File: src/rtl/agu_seq_if.sv
`default_nettype none
// ============================================================================
// Module   : agu_seq_if
// Brief    : Job-control, address-stream and AGU-control signals of agu_seq.
// Revision : 1.0 - initial release
// ============================================================================
interface agu_seq_if #(
    parameter int BWREPS  = 8,
    parameter int BWBEATS = 32
);
    logic               start;
    logic               start_ready;
    logic [BWREPS-1:0]  reps;
    logic               addr_valid;
    logic               addr_ready;
    logic               addr_last;
    logic               agu_clr;
    logic               agu_step;
    logic               agu_on_j4;
    logic               done;
    logic [BWBEATS-1:0] beat_cnt;

    // master: the sequencer itself
    modport master (
        input  start, reps, addr_ready, agu_on_j4,
        output start_ready, addr_valid, addr_last, agu_clr, agu_step, done, beat_cnt
    );

    // slave: control unit, downstream consumer and AGU seen as one environment
    modport slave (
        output start, reps, addr_ready, agu_on_j4,
        input  start_ready, addr_valid, addr_last, agu_clr, agu_step, done, beat_cnt
    );
endinterface
`default_nettype wire

File: src/rtl/agu_seq.sv
`default_nettype none
// ============================================================================
// Module   : agu_seq
// Brief    : Drives AGU clr/step and turns its address into a valid/ready
//            stream of (reps+1) full passes. Optional abort: AGU_SEQ_ABORT_EN.
// Revision : 1.0 - initial release
// ============================================================================
module agu_seq #(
    parameter int BWREPS  = 8,
    parameter int BWBEATS = 32
) (
    input  wire logic  clk,
    input  wire logic  rst,
`ifdef AGU_SEQ_ABORT_EN
    input  wire logic  abort,
`endif
    agu_seq_if.master  bus
);

    typedef enum logic [1:0] {
        S_IDLE = 2'd0,
        S_CLR  = 2'd1,
        S_RUN  = 2'd2,
        S_DONE = 2'd3
    } state_t;

    state_t             r_state;
    state_t             w_next;
    logic [BWREPS-1:0]  r_rep_cnt;
    logic [BWBEATS-1:0] r_beat_cnt;

    logic w_abort;
    logic w_start_ready;
    logic w_agu_clr;
    logic w_addr_valid;
    logic w_agu_step;
    logic w_addr_last;
    logic w_final_pass;

`ifdef AGU_SEQ_ABORT_EN
    assign w_abort = abort;
`else
    assign w_abort = 1'b0;
`endif

    assign w_final_pass = (r_rep_cnt == '0);

    always_ff @(posedge clk or posedge rst) begin
        if (rst) begin
            r_state <= S_IDLE;
        end else begin
            r_state <= w_next;
        end
    end

    always_comb begin
        w_next        = r_state;
        w_start_ready = 1'b0;
        w_agu_clr     = 1'b0;
        w_addr_valid  = 1'b0;
        w_agu_step    = 1'b0;
        w_addr_last   = 1'b0;
        case (r_state)
            S_IDLE: begin
                w_start_ready = 1'b1;
                if (bus.start) begin
                    w_next = S_CLR;
                end
            end
            S_CLR: begin
                w_agu_clr = 1'b1;
                w_next    = w_abort ? S_IDLE : S_RUN;
            end
            S_RUN: begin
                w_addr_valid = 1'b1;
                // An aborted cycle must not advance the AGU or count a beat.
                w_agu_step   = bus.addr_ready & ~w_abort;
                w_addr_last  = w_agu_step & bus.agu_on_j4 & w_final_pass;
                if (w_abort) begin
                    w_next = S_IDLE;
                end else if (w_addr_last) begin
                    w_next = S_DONE;
                end
            end
            S_DONE: begin
                w_next = S_IDLE;
            end
            default: begin
                w_next = S_IDLE;
            end
        endcase
    end

    always_ff @(posedge clk or posedge rst) begin
        if (rst) begin
            r_rep_cnt  <= '0;
            r_beat_cnt <= '0;
        end else if (r_state == S_IDLE && bus.start) begin
            r_rep_cnt  <= bus.reps;
            r_beat_cnt <= '0;
        end else if (w_agu_step) begin
            r_beat_cnt <= r_beat_cnt + 1'b1;
            // The AGU wraps its own loops at a pass boundary; only the pass count moves here.
            if (bus.agu_on_j4 && !w_final_pass) begin
                r_rep_cnt <= r_rep_cnt - 1'b1;
            end
        end
    end

    assign bus.start_ready = w_start_ready;
    assign bus.agu_clr     = w_agu_clr;
    assign bus.addr_valid  = w_addr_valid;
    assign bus.agu_step    = w_agu_step;
    assign bus.addr_last   = w_addr_last;
    assign bus.done        = (r_state == S_DONE);
    assign bus.beat_cnt    = r_beat_cnt;

endmodule
`default_nettype wire

File: src/flat_wrapper.sv
// flat-port wrapper written by rule: the top's interface ports become plain ports
module agu_seq_flat 
#(
    parameter int BWREPS  = 8,
    parameter int BWBEATS = 32
)
  (clk, rst, bus_start, bus_reps, bus_addr_ready, bus_agu_on_j4, bus_start_ready, bus_addr_valid, bus_addr_last, bus_agu_clr, bus_agu_step, bus_done, bus_beat_cnt);
  agu_seq_if #(.BWREPS(BWREPS), .BWBEATS(BWBEATS)) bus_i ();
  input  wire logic clk;
  input  wire logic rst;
  input wire logic [$bits(bus_i.start)-1:0] bus_start;
  input wire logic [$bits(bus_i.reps)-1:0] bus_reps;
  input wire logic [$bits(bus_i.addr_ready)-1:0] bus_addr_ready;
  input wire logic [$bits(bus_i.agu_on_j4)-1:0] bus_agu_on_j4;
  output wire logic [$bits(bus_i.start_ready)-1:0] bus_start_ready;
  output wire logic [$bits(bus_i.addr_valid)-1:0] bus_addr_valid;
  output wire logic [$bits(bus_i.addr_last)-1:0] bus_addr_last;
  output wire logic [$bits(bus_i.agu_clr)-1:0] bus_agu_clr;
  output wire logic [$bits(bus_i.agu_step)-1:0] bus_agu_step;
  output wire logic [$bits(bus_i.done)-1:0] bus_done;
  output wire logic [$bits(bus_i.beat_cnt)-1:0] bus_beat_cnt;
  assign bus_i.start = bus_start;
  assign bus_i.reps = bus_reps;
  assign bus_i.addr_ready = bus_addr_ready;
  assign bus_i.agu_on_j4 = bus_agu_on_j4;
  assign bus_start_ready = bus_i.start_ready;
  assign bus_addr_valid = bus_i.addr_valid;
  assign bus_addr_last = bus_i.addr_last;
  assign bus_agu_clr = bus_i.agu_clr;
  assign bus_agu_step = bus_i.agu_step;
  assign bus_done = bus_i.done;
  assign bus_beat_cnt = bus_i.beat_cnt;
  agu_seq #(.BWREPS(BWREPS), .BWBEATS(BWBEATS)) u_core (.clk(clk), .rst(rst), .bus(bus_i));
endmodule
File: config.mk
export PLATFORM = sky130hd
export DESIGN_NAME = agu_seq_flat
export DESIGN_NICKNAME = d
export VERILOG_FILES = /design/src/rtl/agu_seq_if.sv /design/src/rtl/agu_seq.sv /design/src/flat_wrapper.sv
export SDC_FILE = /design/constraint.sdc
export NUM_CORES = 1
export LEC_CHECK = 0
export CAP_MARGIN = 20
export CELL_PAD_IN_SITES_DETAIL_PLACEMENT = 0
export CELL_PAD_IN_SITES_GLOBAL_PLACEMENT = 1
export CORE_AREA = 4 4 91 93
export CTS_CLUSTER_SIZE = 28
export DETAILED_ROUTE_END_ITERATION = 8
export DIE_AREA = 0 0 95 97
export PLACE_DENSITY = 0.74
export RECOVER_POWER = 25
export SYNTH_ARGS = -nofsm -noshare
export SYNTH_HDL_FRONTEND = slang
export SYNTH_SLANG_ARGS = --single-unit
export TNS_END_PERCENT = 1
File: constraint.sdc
create_clock -name clk -period 2.3 [get_ports clk]
set_input_delay 0.69 -clock clk [delete_from_list [all_inputs] [get_ports clk]]
set_output_delay 0.69 -clock clk [all_outputs]
set_load 0.005 [all_outputs]
==> impl_metrics.yaml <==
floorplanning:
  initial_core_util_pct: 29.4
  dieHeight_um: 97
  coreArea_mm2: 0.00753
  pin_count: 51
  rows: 32
  dieArea_mm2: 0.00922
  fp.dieW_um: 95
layout:
  antenna_cells: 0
  fin_util_pct: 42.0
  final_cells: 408
  syn_to_final_growth_pct: 42.8
  layout-drive-gt1-share_pct: 15.0
  final_nets: 325
clock_tree:
  clkTransAtPathRegs_ns: 0.08
  cts_root_buffer: "clkbuf_8"
  cts-hold-fix-buffers: 0
  cts_sinks: 42
  clockBufferDepth: 2
  cts.htree.levels: 2
  cts_tree: "done"
  insertion_delay_ns: 0.30
  cts_buffers: 5
logic_synthesis:
  synth.avg_cell_area_um2: 9.55
  ys_seq_area_share_pct: 47.5
  async_flop_share_pct: 100
  yosysWarnings: 0
  synth_flop_cell: "dfrtp_1"
  ys_types: 35
  syn_nets: 252
  netlist_area_mm2: 0.00221
  syn-instance-count: 232
  synth-edff-count: 0
  ys_ff_latch: 42
routing:
  wire_per_inst_um: 12.9
  drtIter0Drc: 63
  ant_nets: 0
  vias_per_cell: 4.65
  drc_errors: 0
  dr.pass1.iters: 4
  num_vias: 1897
  drt-total-wl_um: 5270
critical_path:
  critical_path_arrival_ns: 1.71
  end_kind: "primary output"
  path_cells: "or4_4, nor3_4, nand3_2, nor2_2, buf_2"
  cp-start-kind: "flip-flop"
  slowest_delay_ns: 0.55
  critPathLaunch: "u_core.r_rep_cnt[4]$_DFFE_PP0P_"
  crit_path_max_fanout: 2
  slowest_stage: "or4_4"
  critical_path_class: "reg -> out"
  required_ns: 1.61
  r2r-start: "u_core.r_rep_cnt[4]$_DFFE_PP0P_"
sta:
  timing.hold.ws_ns: 0.562
  worstMarginPinSlew_ns: 1.05
  clock_skew_ns: 0.0120
  slew_headroom_pct: 30.1
  report.final.setup_viol: 1
  rsz0062_at_grt: "true"
  tns_ns: -0.0986
  finalHoldViolations: 0
  max_freq_mhz: 417
  finalMaxSlewViolations: 0
  fin_crit_sh_pct: 104
  period_minus_slack_ns: 2.40
  fin_ws_ns: -0.0986
worst_hold_path:
  worstHoldStart: "u_core.bus.beat_cnt[31]$_DFFE_PP0P_"
  min_path_type: "reg -> reg"
placed_design:
  io_buffers: 50
  gp_congestion: 0.778
  place.detailed.hpwl_um: 3830
  dp_cells: 397
global_routing:
  grt_first_pass_wirelength_um: 9190
  track_usage_pct: 12.5
  antenna_found_initial: 0
  grt_pass1_vias: 1898
  grt_max_degree: 43
  grt_overflow_total: 0
status:
  status: "finished with violations"
  violations: "negative setup slack"
power:
  p_leak_uw: 0.00142
  power_density_mw_per_mm2: 783
  max-vdd-ir-drop_mv: 0.464
  total_power_uw: 2470
flow_run:
  max_cap_violations: 0
## routing by layer
layer,up-vias,global-route usage (%),routed length [µm]
met4,0,4.33,83
met2,30,19.4,2550
met5,-,0,0
li1,939,-,-
met1,922,16.9,2440
met3,6,3.03,196
## repair_timing
| item | CTS | global route |
|---|---|---|
| buffers inserted | 3 | 0 |
| setup endpoints to repair | 3 | 15 |
| gates cloned | 0 | 0 |
| gates resized for setup | 11 | 5 |
| pin swaps | 4 | 0 |
## where the power goes
group	leakage, µW	internal (µW)	total (µW)	switching (µW)
combinational	0.000781	413	807	394
clock	0.0000714	463	717	254
sequential	0.000564	849	951	102
total	0.00142	1720	2470	750
## sequential cells by signal, indices dropped and copies added (netlist names)
register             count
u_core.bus.beat_cnt     32
u_core.r_rep_cnt         8
u_core.r_state           2
## cell families after synthesis
kind of cell | synth area share, %
and+or+nand+nor | 25.0
xor gates and xnor gates | 13.1
muxes | 0.508
adders and majority gates | 3.95
AOI/OAI and AO/OA | 6.44
buffers and inverters | 3.56
DFF | 47.5
## cell usage in the layout, fill, tap and decap left out, types with 3 or more instances in the layout
master,count
nand2b_1,3
nand3_1,10
o21ai_0,8
and4_1,5
xor2_1,26
inv_1,7
buf_4,25
clkbuf_8,6
xnor2_1,7
nand4_1,14
nand2_1,22
or3_1,3
a21oi_1,7
nor2_1,32
ha_1,5
and3_1,6
clkdlybuf4s50_1,45
dfrtp_1,41
## synth_stat cells (2+ instances only)
cell	number	share of area, %
dfrtp_1	42	47
nor2_1	33	5.6
xor2_1	26	10
nand2_1	22	3.7
nand4_1	14	4.0
nand3_1	11	2.5
inv_1	8	1.4
o21ai_0	8	1.8
a21oi_1	7	1.6
ha_1	7	4.0
xnor2_1	7	2.8
and3_1	6	1.7
and4_1	5	2.0
clkbuf_1	5	0.85
buf_2	3	0.68
nand2b_1	3	0.85
or3_1	3	0.85
a211oi_1	2	0.68
and2_1	2	0.56
buf_4	2	0.68
or4_1	2	0.68
## path summary, 6_finish.rpt
kind / endpoint / slack (ns) / depth (start not counted)
min in group asynchronous: u_core.bus.beat_cnt[17]$_DFFE_PP0P_ / 1.16 / 3
worst max-delay path: bus_addr_last / -0.1 / 5
worst min register to register: u_core.bus.beat_cnt[31]$_DFFE_PP0P_ / 0.56 / 2
max in group asynchronous: u_core.r_state[1]$_DFFE_PP0P_ / 0.44 / 3
worst min-delay path: u_core.bus.beat_cnt[31]$_DFFE_PP0P_ / 0.56 / 2
worst max register to register: u_core.r_state[1]$_DFFE_PP0P_ / 0.01 / 9
## stage by stage
step	cell area (µm²)	worst slack, ns
after global routing	3160	-0.178
after detailed placement	2980	-0.322
after global placement	2980	-0.296
after CTS	3170	-0.128
final	3160	-0.0986
after floorplan	2210	0.264
## cell type report
type                            instances  area (µm²)
Inverter                                8        30.0
Clock inverter                          2        60.1
Timing Repair Buffer                   76         692
Sequential cell                        42        1050
Clock buffer                            6        82.6
Multi-Input combinational cell        172        1120
Tap cell                              102         128
Fill cell                             760        4370
## worst max-delay path, delay by kind of cell, from the launching register on
kind                   cells  cell delay [ns]
and+or+nand+nor            4             0.92
DFF                        1             0.38
buffers and inverters      1             0.12
Power figures use the tool's default switching activity.
